<file path="config.mk">
export PLATFORM = sky130hd
export DESIGN_NAME = vec_csr_cfg
export DESIGN_NICKNAME = d
export VERILOG_FILES = /design/src/rtl/vec_csr_pkg.sv /design/src/rtl/vec_vlmax_calc.sv /design/src/rtl/vec_csr_cfg.sv
export SDC_FILE = /design/constraint.sdc
export NUM_CORES = 1
export LEC_CHECK = 0
export ABC_AREA = 0
export BUFFER_PORTS_ARGS = -buffer_cell sky130_fd_sc_hd__buf_4
export CORE_MARGIN = 2
export CORE_UTILIZATION = 50
export DETAILED_ROUTE_END_ITERATION = 12
export GPL_ROUTABILITY_DRIVEN = 0
export PLACE_DENSITY_LB_ADDON = 0.12
export SYNTH_ARGS = -nofsm -noshare
export SYNTH_HDL_FRONTEND = slang
export SYNTH_SLANG_ARGS = --single-unit
</file>
<file path="constraint.sdc">
create_clock -name clk -period 3.6 [get_ports clk]
set_input_delay 0.18 -clock clk [delete_from_list [all_inputs] [get_ports clk]]
set_output_delay 0.18 -clock clk [all_outputs]
set_load 0.02 [all_outputs]
</file>
<file path="src/rtl/vec_csr_pkg.sv">
// Shared types and constants for the vector configuration CSR unit:
// instruction kinds, vsew/vlmul encodings, CSR addresses and FSM states.
package vec_csr_pkg;

   typedef enum logic [1:0] {
      CFG_VSETVLI  = 2'b00,
      CFG_VSETIVLI = 2'b01,
      CFG_VSETVL   = 2'b10,
      CFG_RSVD     = 2'b11
   } cfg_type_e;

   localparam logic [2:0] SEW_E8  = 3'd0;
   localparam logic [2:0] SEW_E16 = 3'd1;
   localparam logic [2:0] SEW_E32 = 3'd2;
   localparam logic [2:0] SEW_E64 = 3'd3;

   localparam logic [2:0] LMUL_M1   = 3'b000;
   localparam logic [2:0] LMUL_M2   = 3'b001;
   localparam logic [2:0] LMUL_M4   = 3'b010;
   localparam logic [2:0] LMUL_M8   = 3'b011;
   localparam logic [2:0] LMUL_RSVD = 3'b100;
   localparam logic [2:0] LMUL_MF8  = 3'b101;
   localparam logic [2:0] LMUL_MF4  = 3'b110;
   localparam logic [2:0] LMUL_MF2  = 3'b111;

   localparam logic [11:0] CSR_ADDR_VL     = 12'hC20;
   localparam logic [11:0] CSR_ADDR_VTYPE  = 12'hC21;
   localparam logic [11:0] CSR_ADDR_VLENB  = 12'hC22;
   localparam logic [11:0] CSR_ADDR_VSTART = 12'h008;

   typedef enum logic [1:0] {
      IDLE = 2'd0,
      CALC = 2'd1,
      WB   = 2'd2
   } state_e;

endpackage

</file>
<file path="src/rtl/vec_vlmax_calc.sv">
// Combinational VLMAX computation for a requested SEW/LMUL pair, plus the
// flag saying that pair cannot be supported with the configured ELEN.
module vec_vlmax_calc
   import vec_csr_pkg::*;
#(
   parameter int VLEN = 512,
   parameter int ELEN = 32,
   parameter int VW   = $clog2(VLEN) + 1
) (
   input  logic [2:0]    vsew,
   input  logic [2:0]    vlmul,
   output logic [VW-1:0] vlmax,
   output logic          illegal
);

   localparam int SEW_MAX = $clog2(ELEN / 8);

   logic [VW-1:0] base;
   logic [1:0]    k;

   always_comb begin
      base  = '0;
      k     = '0;
      vlmax = '0;
      case (vsew)
         SEW_E8:  base = VW'(VLEN / 8);
         SEW_E16: base = VW'(VLEN / 16);
         SEW_E32: base = VW'(VLEN / 32);
         SEW_E64: base = VW'(VLEN / 64);
         default: base = '0;
      endcase
      case (vlmul)
         LMUL_M1:  vlmax = base;
         LMUL_M2:  vlmax = base << 1;
         LMUL_M4:  vlmax = base << 2;
         LMUL_M8:  vlmax = base << 3;
         LMUL_MF2: begin k = 2'd1; vlmax = base >> 1; end
         LMUL_MF4: begin k = 2'd2; vlmax = base >> 2; end
         LMUL_MF8: begin k = 2'd3; vlmax = base >> 3; end
         default:  vlmax = '0;
      endcase
      // k is zero for integer LMUL, so this one test also covers SEW > ELEN
      illegal = (vlmul == LMUL_RSVD) || ((int'(vsew) + int'(k)) > SEW_MAX);
   end

endmodule

</file>
<file path="src/rtl/vec_csr_cfg.sv">
// Vector configuration CSR unit: executes vsetvli/vsetivli/vsetvl, commits vl/vtype
// and serves CSR reads. Optional vstart register under VEC_CSR_VSTART_EN.
module vec_csr_cfg
   import vec_csr_pkg::*;
#(
   parameter int XLEN = 32,
   parameter int VLEN = 512,
   parameter int ELEN = 32
) (
   input  logic            clk,
   input  logic            reset,
   input  logic            cfg_valid,
   output logic            cfg_ready,
   input  logic [1:0]      cfg_type,
   input  logic [XLEN-1:0] scalar1,
   input  logic [XLEN-1:0] scalar2,
   input  logic            rs1_is_x0,
   input  logic            rd_is_x0,
   output logic            rd_wb_valid,
   input  logic            rd_wb_ready,
   output logic [XLEN-1:0] rd_wb_data,
   output logic [XLEN-1:0] csr_vl,
   output logic [XLEN-1:0] csr_vtype,
   output logic [2:0]      vsew,
   output logic [2:0]      vlmul,
   output logic            vta,
   output logic            vma,
   output logic            vill,
   output logic            vl_change,
   input  logic            csr_rd_en,
   input  logic [11:0]     csr_rd_addr,
   output logic            csr_rd_valid,
   output logic [XLEN-1:0] csr_rd_data,
   output logic            csr_rd_err
`ifdef VEC_CSR_VSTART_EN
   ,
   input  logic            vstart_wr_en,
   input  logic [XLEN-1:0] vstart_wr_data
`endif
);

   localparam int VW  = $clog2(VLEN) + 1;
   localparam int VSW = $clog2(VLEN);
   localparam logic [XLEN-1:0] VTYPE_ILL = {1'b1, {(XLEN-1){1'b0}}};

   state_e          state;
   cfg_type_e       type_q;
   logic [XLEN-1:0] avl_q;
   logic [XLEN-2:0] vtype_q;
   logic            rs1_x0_q;
   logic            rd_x0_q;

   logic [VW-1:0]   vlmax;
   logic            sew_lmul_ill;
   logic            vill_new;
   logic [XLEN-1:0] vlmax_x;
   logic [XLEN-1:0] vl_new;
   logic [XLEN-1:0] vtype_new;
   logic [XLEN-1:0] rd_data_next;
   logic            rd_err_next;
   logic            unused_bits;

   vec_vlmax_calc #(.VLEN(VLEN), .ELEN(ELEN), .VW(VW)) u_vlmax (
      .vsew    (vtype_q[5:3]),
      .vlmul   (vtype_q[2:0]),
      .vlmax   (vlmax),
      .illegal (sew_lmul_ill)
   );

   always_comb begin
      vlmax_x   = XLEN'(vlmax);
      vill_new  = (|vtype_q[XLEN-2:8]) || sew_lmul_ill || (type_q == CFG_RSVD);
      vtype_new = {{(XLEN-8){1'b0}}, vtype_q[7:0]};
      // vsetivli always carries an explicit AVL; x0 forms either take VLMAX or keep vl
      if ((type_q == CFG_VSETIVLI) || !rs1_x0_q)
         vl_new = (avl_q < vlmax_x) ? avl_q : vlmax_x;
      else if (!rd_x0_q)
         vl_new = vlmax_x;
      else
         vl_new = (csr_vl < vlmax_x) ? csr_vl : vlmax_x;
      if (vill_new) begin
         vl_new    = '0;
         vtype_new = VTYPE_ILL;
      end
   end

   always_ff @(posedge clk) begin
      if (reset) begin
         state       <= IDLE;
         cfg_ready   <= 1'b1;
         rd_wb_valid <= 1'b0;
         rd_wb_data  <= '0;
         vl_change   <= 1'b0;
         csr_vl      <= '0;
         csr_vtype   <= VTYPE_ILL;
         type_q      <= CFG_VSETVLI;
         avl_q       <= '0;
         vtype_q     <= '0;
         rs1_x0_q    <= 1'b0;
         rd_x0_q     <= 1'b0;
      end else begin
         vl_change <= 1'b0;
         case (state)
            IDLE: begin
               if (cfg_valid) begin
                  type_q    <= cfg_type_e'(cfg_type);
                  avl_q     <= scalar1;
                  vtype_q   <= scalar2[XLEN-2:0];
                  rs1_x0_q  <= rs1_is_x0;
                  rd_x0_q   <= rd_is_x0;
                  cfg_ready <= 1'b0;
                  state     <= CALC;
               end
            end
            CALC: begin
               csr_vl      <= vl_new;
               csr_vtype   <= vtype_new;
               vl_change   <= 1'b1;
               rd_wb_valid <= 1'b1;
               rd_wb_data  <= vl_new;
               state       <= WB;
            end
            WB: begin
               if (rd_wb_ready) begin
                  rd_wb_valid <= 1'b0;
                  cfg_ready   <= 1'b1;
                  state       <= IDLE;
               end
            end
            default: state <= IDLE;
         endcase
      end
   end

   assign vsew  = csr_vtype[5:3];
   assign vlmul = csr_vtype[2:0];
   assign vta   = csr_vtype[6];
   assign vma   = csr_vtype[7];
   assign vill  = csr_vtype[XLEN-1];

`ifdef VEC_CSR_VSTART_EN
   logic [VSW-1:0] vstart;

   // A commit in CALC clears vstart and takes priority over a software write
   always_ff @(posedge clk) begin
      if (reset)
         vstart <= '0;
      else if (state == CALC)
         vstart <= '0;
      else if (vstart_wr_en)
         vstart <= vstart_wr_data[VSW-1:0];
   end

   assign unused_bits = ^{scalar2[XLEN-1], vstart_wr_data[XLEN-1:VSW]};
`else
   assign unused_bits = scalar2[XLEN-1];
`endif

   always_comb begin
      rd_data_next = '0;
      rd_err_next  = 1'b0;
      case (csr_rd_addr)
         CSR_ADDR_VL:     rd_data_next = csr_vl;
         CSR_ADDR_VTYPE:  rd_data_next = csr_vtype;
         CSR_ADDR_VLENB:  rd_data_next = XLEN'(VLEN / 8);
`ifdef VEC_CSR_VSTART_EN
         CSR_ADDR_VSTART: rd_data_next = XLEN'(vstart);
`else
         CSR_ADDR_VSTART: rd_err_next  = 1'b1;
`endif
         default:         rd_err_next  = 1'b1;
      endcase
   end

   // Reads sample the registers before any same-cycle commit lands
   always_ff @(posedge clk) begin
      if (reset) begin
         csr_rd_valid <= 1'b0;
         csr_rd_data  <= '0;
         csr_rd_err   <= 1'b0;
      end else begin
         csr_rd_valid <= csr_rd_en;
         csr_rd_data  <= csr_rd_en ? rd_data_next : '0;
         csr_rd_err   <= csr_rd_en ? rd_err_next : 1'b0;
      end
   end

endmodule
</file>
==> results.yml, run 1 <==
pwr:
  p_clk_share_pct: 46.1
  netSwitchingPower_mw: 0.922
  p_total_mw: 3.98
  p_per_area_nw_per_um2: 464
  p_int_mw: 3.06
  p_sw_share_pct: 23.2
  p_comb_share_pct: 10.6
  p_seq_share_pct: 43.4
  ir_drop_mv: 0.302
  p_leak_nw: 3.84
cts:
  cts_tree: "done"
  cts_setup_buffers: 0
  clkTransAtPathRegs_ns: 0.06
  htree_levels: 4
  insertion_delay_ns: 0.42
  clock_sinks: 147
  root_buffer: "clkbuf_16"
  cts_buffers: 17
  ctsLongestPathBuffers: 2
setup_path:
  path_cells: "and2_1, ha_1, inv_1, fa_1, a211o_1, a211o_1, or4_4, nand4b_4, a21oi_2, buf_4, and2_1"
  path_max_fanout: 22
  worst-setup-path-type: "flip-flop to flip-flop"
  critPathMaxStageDelay_ns: 0.56
  cp-start-kind: "flip-flop"
  crit_required_ns: 3.96
  end_kind: "flip-flop"
  cp.arrival_ns: 3.66
  critPathSlowestCell: "or4_4"
layout:
  nets: 1026
  post-route-util_pct: 68.0
  drive_above_1_share_pct: 28.2
  area_growth_pct: 32.8
  diodes: 0
global_routing:
  use_met2_pct: 37.4
  grt_use_met1_pct: 27.6
  grt_pass1_wl_um: 25400
  grt_overflow: 0
  grt_util_all_layers_pct: 22.6
  use_met3_pct: 6.88
  antenna_found_initial: 0
  top_usage_layer: "met2"
  grt_max_degree: 95
  grt_pass1_vias: 5297
floorplan:
  die_area_um2: 13900
  die_y_um: 118
  pin_count: 227
  start_util_pct: 51.2
  die_w_um: 118
  coreArea_um2: 12600
  num_rows: 41
drt:
  first_iter_violations: 255
  vias_per_cell: 5.00
  drc_errors: 0
  ant_nets: 0
  wl_um: 15700
  wl_per_cell_um: 14.2
  vias: 5523
  firstDrtPassIters: 5
job:
  max_cap_viol_count: 0
synth:
  yosysUniqueCellTypes: 52
  syn-mean-instance-area_um2: 8.64
  synth_area_leaders: "dfxtp_1 (46%), nand2_1 (8.9%), buf_4 (7.4%), a21oi_1 (6.1%), and2_1 (4.3%)"
  yosysSeqAreaShare_pct: 45.5
  synth_ff_type: "dfxtp_1"
  async_flop_share_pct: 0
  synth_top_area_share_pct: 45.5
  netlist_area_um2: 6460
  ys_warn_count: 0
  yosysMostFrequentCell: "nand2_1"
  ys_ff_latch: 147
  synth-edff-count: 0
  synthTopCellsByCount: "nand2_1 (154), dfxtp_1 (147), a21oi_1 (79)"
  synth_top_cell_by_area: "dfxtp_1"
  synthCells: 748
timing:
  fin_crit_ns: 3.30
  rsz0062_at_grt: "no"
  period_share_pct: 91.7
  hold-worst-slack_ns: 0.0107
  fmax_ghz: 0.303
  hold_viol_final: 0
  fin_setup_tns_ns: 0
  setup_slack_ns: 0.298
  max_slew.worst_pin.slew_ns: 1.21
  finalMaxSlewViolations: 0
  setup_violations: 0
  slew_headroom_pct: 19.1
  fin_skew_ns: 0.00758
place:
  io_buffers: 202
  hpwlAfterDp_um: 11500
  pre_cts_ws_ns: 0.243
outcome:
  status: "finished, final reports clean"
worst_hold_path:
  min_path_type: "primary input to flip-flop"
==> layout by cell type (no fill, tap or decap), types with 7 or more instances in the layout <==
cell	instances
a21oi_1	79
a22oi_1	8
and2_1	44
buf_4	209
clkbuf_16	17
conb_1	23
dfxtp_1	147
dlygate4sd3_1	27
ha_1	20
inv_1	26
mux2i_1	14
nand2_1	154
nand4_1	9
nor2_1	32
nor3_1	7
nor4_1	27
o32ai_2	10
==> state kept, by name, summed over array words and instances (netlist names), 2 cells and up <==
register	cells
csr_vtype	9
csr_vl	32
vtype_q	31
csr_rd_data	32
avl_q	32
type_q	2
state	2
==> metal layers <==
| layer | vias up | share of wire [%] | routed length, µm |
|---|---|---|---|
| li1 | 2790 | - | - |
| met1 | 2519 | 43 | 6800 |
| met2 | 199 | 49 | 7630 |
| met3 | 15 | 7.0 | 1100 |
| met4 | 0 | 1.3 | 197 |
| met5 | - | 0 | 0 |
==> power groups by stage <==
stage / Clock, mW / Sequential [mW] / Combinational [mW]
after floorplan: 0 / 1.75 / 0.281
after global placement: 0 / 1.76 / 0.382
after detailed placement: 0 / 1.76 / 0.392
after CTS: 1.86 / 1.73 / 0.417
after global routing: 1.92 / 1.73 / 0.468
final: 1.83 / 1.73 / 0.420
==> path summary, 6_finish.rpt <==
check,start,end,slack (ns),cells past startpoint
worst max register to register,vtype_q[2]$_SDFFE_PP0P_,csr_vl[15]$_SDFFE_PP0P_,0.30,11
worst min register to register,avl_q[23]$_SDFFE_PP0P_,avl_q[23]$_SDFFE_PP0P_,0.46,2
worst min-delay path,scalar2[5],vtype_q[5]$_SDFFE_PP0P_,0.01,3
worst max-delay path,vtype_q[2]$_SDFFE_PP0P_,csr_vl[15]$_SDFFE_PP0P_,0.30,11
==> final cells by class <==
class,instances,area (µm²)
Sequential cell,147,2940
Timing Repair Buffer,236,1840
Clock inverter,10,156
Tap cell,172,215
Fill cell,1060,4040
Clock buffer,21,460
Inverter,26,97.6
Multi-Input combinational cell,492,2870
==> stage by stage <==
step	area, µm²	instances
5_1_grt	8580	1104
3_5_place_dp	7690	1046
2_1_floorplan	6550	770
6_report	8580	1104
3_3_place_gp	7690	1046
4_1_cts	8570	1103
==> kinds of logic after synthesis <==
| logic type | synth area share, % |
|---|---|
| compound gates | 11.8 |
| xor+xnor | 0.542 |
| fa+ha+maj | 4.18 |
| buf+inv | 11.5 |
| other cells | 0.0580 |
| simple gates | 23.5 |
| flops | 45.5 |
| mux | 2.86 |
==> worst max-delay path: cells and delay by family, from the launching register on <==
| kind | cells | cell delay, ns |
|---|---|---|
| simple gates | 4 | 1.09 |
| compound gates | 3 | 0.74 |
| fa+ha+maj | 2 | 0.57 |
| flops | 1 | 0.53 |
| buf+inv | 2 | 0.29 |
==> what timing repair did <==
action / in CTS / in global routing
setup endpoints to repair: 0 / 6
hold buffers: 26 / 1
gates resized for setup: 0 / 1
hold endpoints to repair: 26 / 1
Power figures use the tool's default switching activity.
==> inputs of run 2 (changes only) <==
--- a/config.mk
+++ b/config.mk
@@ -11,7 +11,7 @@
 export CORE_UTILIZATION = 50
 export DETAILED_ROUTE_END_ITERATION = 12
 export GPL_ROUTABILITY_DRIVEN = 0
-export PLACE_DENSITY_LB_ADDON = 0.12
+export PLACE_DENSITY = 0.79
 export SYNTH_ARGS = -nofsm -noshare
 export SYNTH_HDL_FRONTEND = slang
 export SYNTH_SLANG_ARGS = --single-unit
==> constraint.sdc (replaced) <==
create_clock -name clk -period 4.1 [get_ports clk]
set_input_delay 0.205 -clock clk [delete_from_list [all_inputs] [get_ports clk]]
set_output_delay 0.205 -clock clk [all_outputs]
set_load 0.02 [all_outputs]
==> run 2 against run 1 <==
Clock power fell by 9%. Sequential share of layout area rose by 1.2 points. Design area fell by 3.4%. Global-route usage fell by 0.50 points. Via count fell by 3.1%. Register-to-register slack improved by 0.03 ns. Clock skew rose by 0.00054 ns. Flip-flop and latch count did not move. Critical path type unchanged. Largest cell class unchanged.
==> results.yml, run 2 (synthesis gave the netlist of run 1 again) <==
outcome:
  status: "finished, final reports clean"
worst_hold_path:
  min_path_type: "primary input to flip-flop"
  timing.hold.worst.start: "scalar1[28]"
layout:
  drive_above_1_share_pct: 28.8
  final_area_um2: 8290
  multi_input_area_um2: 2870
  stdcell_count: 1072
  fillers: 1117
  final_common_cell: "buf_4"
  top_regs: "avl_q: 32 flops, csr_rd_data: 32 flops, csr_vl: 32 flops"
  mostFrequentLayoutCells: "buf_4 (204), nand2_1 (154), dfxtp_1 (147), a21oi_1 (79), and2_1 (44)"
  diodes: 0
  area_growth_pct: 28.3
  nets: 994
  regArea_um2: 2940
timing:
  fin_setup_tns_ns: 0
  fmax_ghz: 0.265
  max_slew.worst_pin.slew_ns: 1.11
  fin_skew_ns: 0.00812
  slew_headroom_pct: 25.8
  finalMaxSlewViolations: 0
  rsz0062_at_grt: "no"
  period_share_pct: 92.0
  fin_crit_ns: 3.77
  hold_viol_final: 0
  setup_violations: 0
place:
  hpwlAfterDp_um: 11000
  io_buffers: 202
  dp.cells: 1041
  dpl-instance-area_um2: 7650
cts:
  ctsHoldBuffers: 0
  insertion_delay_ns: 0.42
  cts_setup_buffers: 0
  clock_sinks: 147
  htree_levels: 4
  cts_tree: "done"
  post_cts_resized: 0
  root_buffer: "clkbuf_16"
  ctsLongestPathBuffers: 2
  clkTransAtPathRegs_ns: 0.06
  cts_buffers: 17
pwr:
  p_leak_nw: 3.71
  p_clk_share_pct: 47.4
  p_total_mw: 3.53
  netSwitchingPower_mw: 0.833
  p_sw_share_pct: 23.6
  p_seq_share_pct: 43.1
  p_per_area_nw_per_um2: 426
  ir_drop_mv: 0.335
  p_comb_share_pct: 9.5
  p_int_mw: 2.70
drt:
  wl_um: 15300
  ant_nets: 0
  first_iter_violations: 341
  vias_per_cell: 4.99
  drc_errors: 0
  firstDrtPassIters: 5
  wl_per_cell_um: 14.3
  vias: 5353
setup_path:
  rr_worst_depth: 9
  cp.arrival_ns: 4.11
  crit_path_frequent_cell: "a211o_1"
  crit_cells: 9
  critPathMaxStageDelay_ns: 0.69
  startpoint: "vtype_q[0]$_SDFFE_PP0P_"
  end_kind: "flip-flop"
  worst-setup-path-type: "flip-flop to flip-flop"
  reg2reg_slack_ns: 0.33
  cp_top_family: "simple AND/OR/NAND/NOR gates"
  cp-start-kind: "flip-flop"
  critPathCapture: "csr_vl[6]$_SDFFE_PP0P_"
  path_cells: "and2_1, ha_1, inv_1, fa_1, a211o_1, a211o_1, nor4_1, nand4b_1, o32ai_2"
  timing.rr.start: "vtype_q[0]$_SDFFE_PP0P_"
  path_max_fanout: 15
  critPathSlowestCell: "nand4b_1"
  worst_r2r_endpoint: "csr_vl[6]$_SDFFE_PP0P_"
  cp.buffers_inverters: 1
  crit_required_ns: 4.44
global_routing:
  grt_overflow: 0
  grt_pass1_vias: 5062
  grt_max_degree: 95
  grt_util_all_layers_pct: 22.1
  antenna_found_initial: 0
  grt_pass1_wl_um: 24900
floorplan:
  die_y_um: 118
  pin_count: 227
  num_rows: 41
  die_area_um2: 13900
  die_w_um: 118
  start_util_pct: 51.2
  coreArea_um2: 12600
job:
  max_cap_viol_count: 0
run 2: changes by cell type in the layout (fill, tap and decap cells not counted), sizes merged:
cell and change:
buf -5, bufinv +1, clkbuf -4, clkinv +1, clkinvlp +1, dlygate4sd3 -27, inv +1
run 2: worst min-delay path by stage:
stage | endpoint | slack (ns) | cells after the start
final | avl_q[28]$_SDFFE_PP0P_ | 0.03 | 3
after global routing | avl_q[16]$_SDFFE_PP0P_ | 0.02 | 3
after CTS | avl_q[16]$_SDFFE_PP0P_ | 0.02 | 3
after detailed placement | vtype_q[24]$_SDFFE_PP0P_ | 0.45 | 2
after global placement | avl_q[26]$_SDFFE_PP0P_ | 0.44 | 2
after floorplan | csr_rd_valid$_SDFF_PP0_ | 0.30 | 1
run 2: power by group through the flow:
| stage | Clock, mW | Sequential [mW] | Combinational [mW] |
|---|---|---|---|
| final | 1.67 | 1.52 | 0.336 |
| after global routing | 1.76 | 1.53 | 0.373 |
| after CTS | 1.69 | 1.52 | 0.336 |
| after detailed placement | 0 | 1.55 | 0.333 |
| after global placement | 0 | 1.55 | 0.329 |
| after floorplan | 0 | 1.53 | 0.246 |
run 2: cell type report:
type,count,share of cell area (%)
clock buffers,17,5.13
clock inverters,14,2.55
inverters,26,1.18
multi-input cells,492,34.6
flip-flops and latches,147,35.5
well taps,172,2.60
repair buffers,204,18.5
run 2: metrics by stage:
stage | util, % | setup slack [ns] | hold WS [ns]
after floorplan | - | 0.803 | 0.296
after global placement | 60.6 | 0.417 | 0.442
after detailed placement | 60.6 | 0.336 | 0.448
after CTS | 65.7 | 0.327 | 0.0164
after global routing | 65.7 | 0.0490 | 0.0212
final | 65.7 | 0.328 | 0.0301
run 2: routing by layer:
layer  vias to the layer above  part of all wire [%]  wire length, µm  GRT usage, %
met5                         -                     0                0             0
met4                         0                   1.6              242          7.91
met3                        18                   7.3             1120          7.61
met2                       181                    47             7280          35.4
met1                      2422                    44             6710          27.7
li1                       2732                     -                -             -
run 2: worst min-delay path, stage by stage:
cell and delay (ns):
buf_4 0.11, nand2_1 0.04, a21oi_1 0.05
==> inputs of run 3 (changes only) <==
--- a/config.mk
+++ b/config.mk
@@ -12,6 +12,7 @@
 export DETAILED_ROUTE_END_ITERATION = 12
 export GPL_ROUTABILITY_DRIVEN = 0
 export PLACE_DENSITY = 0.79
+export REMOVE_ABC_BUFFERS = 1
 export SYNTH_ARGS = -nofsm -noshare
 export SYNTH_HDL_FRONTEND = slang
 export SYNTH_SLANG_ARGS = --single-unit
==> constraint.sdc (replaced) <==
create_clock -name clk -period 3.65 [get_ports clk]
set_input_delay 0.1825 -clock clk [delete_from_list [all_inputs] [get_ports clk]]
set_output_delay 0.1825 -clock clk [all_outputs]
set_load 0.02 [all_outputs]
==> run 3 against run 2 <==
Critical path depth rose by 2. Largest cell class unchanged. Total power up 12%. Global-route usage grew 0.79 points. Die area did not move. Via count rose by 2.8%. Flip-flop and latch count unchanged. Largest power group unchanged. Routed wire length grew 3.6%. Highest routed layer unchanged. Clock skew is 0.0012 ns lower.
==> results.yml, run 3 (synthesis gave the netlist of run 1 again) <==
floorplan:
  pin_count: 227
  num_rows: 41
  start_util_pct: 51.2
  die_area_um2: 13900
  die_y_um: 118
  coreArea_um2: 12600
  die_w_um: 118
place:
  io_buffers: 202
  hpwlAfterDp_um: 11400
  dp.cells: 1046
  dpl-instance-area_um2: 7690
pwr:
  p_total_mw: 3.95
  ir_drop_mv: 0.310
  p_leak_nw: 3.79
  p_per_area_nw_per_um2: 466
global_routing:
  grt_overflow: 0
  antenna_found_initial: 0
  grt_util_all_layers_pct: 22.9
  grt_max_degree: 61
  grt_pass1_wl_um: 25800
  grt_pass1_vias: 5227
setup_path:
  worst-setup-path-type: "flip-flop to flip-flop"
  cp_top_family: "simple AND/OR/NAND/NOR gates"
  end_kind: "flip-flop"
  path_cells: "and2_1, ha_1, inv_1, fa_1, a211o_1, a211o_1, or4_4, nand4b_4, a21oi_2, buf_4, and2_1"
  path_max_fanout: 22
  critPathSlowestCell: "or4_4"
  cp.arrival_ns: 3.64
  cp.buffers_inverters: 2
  crit_required_ns: 4.01
  cp-start-kind: "flip-flop"
  critPathMaxStageDelay_ns: 0.57
cts:
  clock_sinks: 147
  clkTransAtPathRegs_ns: 0.06
  cts_tree: "done"
  cts_buffers: 17
  htree_levels: 4
  ctsLongestPathBuffers: 2
  root_buffer: "clkbuf_16"
  insertion_delay_ns: 0.42
  post_cts_resized: 0
drt:
  vias_per_cell: 5.04
  wl_per_cell_um: 14.6
  ant_nets: 0
  first_iter_violations: 383
  drc_errors: 0
  vias: 5501
  wl_um: 15900
  firstDrtPassIters: 5
timing:
  fin_setup_tns_ns: 0
  period_share_pct: 89.8
  max_slew.worst_pin.slew_ns: 0.945
  rsz0062_at_grt: "no"
  setup_violations: 0
  finalMaxSlewViolations: 0
  fin_skew_ns: 0.00695
  hold_viol_final: 0
  fmax_ghz: 0.305
  fin_crit_ns: 3.28
  slew_headroom_pct: 36.8
layout:
  area_growth_pct: 31.0
  final_area_um2: 8470
  stdcell_count: 1091
  post-route-util_pct: 67.1
  drive_above_1_share_pct: 28.6
  final_common_cell: "buf_4"
  top_regs: "avl_q: 32 flops, csr_rd_data: 32 flops, csr_vl: 32 flops"
  mostFrequentLayoutCells: "buf_4 (209), nand2_1 (154), dfxtp_1 (147), a21oi_1 (79), and2_1 (44)"
  nets: 1013
  diodes: 0
outcome:
  status: "finished, final reports clean"
worst_hold_path:
  min_path_type: "primary input to flip-flop"
job:
  max_cap_viol_count: 0
-- run 3: cell count changes in the layout (fill, tap and decap cells not counted), sizes merged --
cell and change:
clkinvlp -1, bufinv -1, dlygate4sd3 +13, clkinv -3, buf +6, clkbuf +5
-- run 3: path summary, 6_finish.rpt --
| kind | startpoint | end | slack, ns | depth (start not counted) |
|---|---|---|---|---|
| setup / recovery | vtype_q[0]$_SDFFE_PP0P_ | csr_vl[16]$_SDFFE_PP0P_ | 0.37 | 11 |
| hold / removal | scalar1[21] | avl_q[21]$_SDFFE_PP0P_ | 0.01 | 3 |
| setup reg to reg | vtype_q[0]$_SDFFE_PP0P_ | csr_vl[16]$_SDFFE_PP0P_ | 0.37 | 11 |
| hold reg to reg | vtype_q[6]$_SDFFE_PP0P_ | vtype_q[6]$_SDFFE_PP0P_ | 0.45 | 2 |
-- run 3: per-stage QoR --
stage / hold slack [ns] / worst slack [ns]
floorplan: 0.252 / 0.396
finish: 0.0116 / 0.372
global placement: 0.431 / 0.231
detailed placement: 0.437 / 0.160
CTS: 0.0000171 / 0.147
global route: 0.0107 / 0.168
-- run 3: cell type report --
| class | count | area [µm²] |
|---|---|---|
| fillers | 1096 | 4150 |
| flip-flops and latches | 147 | 2940 |
| multi-input cells | 492 | 2870 |
| repair buffers | 223 | 1720 |
| clock buffers | 22 | 474 |
| well taps | 172 | 215 |
| clock inverters | 9 | 151 |
| inverters | 26 | 97.6 |
-- run 3: timing repair --
action | in CTS | in global routing
buffers inserted | 0 | 1
endpoints found under the hold margin | 13 | 0
setup endpoints to repair | 0 | 10
hold buffers | 13 | 0
-- run 3: worst register-to-register path: cells and delay by family (launching register included) --
family	cells	cell delay, ns
buffers and inverters	2	0.28
DFF	1	0.53
and+or+nand+nor	4	1.12
AOI/OAI and AO/OA	3	0.72
adders and majority gates	2	0.57
-- run 3: layer usage --
metal	wire length, µm	vias to the layer above	global-route usage, %
met5	0	-	0
met4	300	0	7.98
met3	902	26	5.52
met2	7970	211	40.1
met1	6730	2506	27.4
li1	-	2758	-
-- run 3: report_power, final --
part           switching, mW  internal (mW)  total (mW)
Clock                  0.654           1.19        1.85
Combinational          0.220          0.176       0.396
Sequential            0.0461           1.66        1.70
Total                  0.920           3.03        3.95
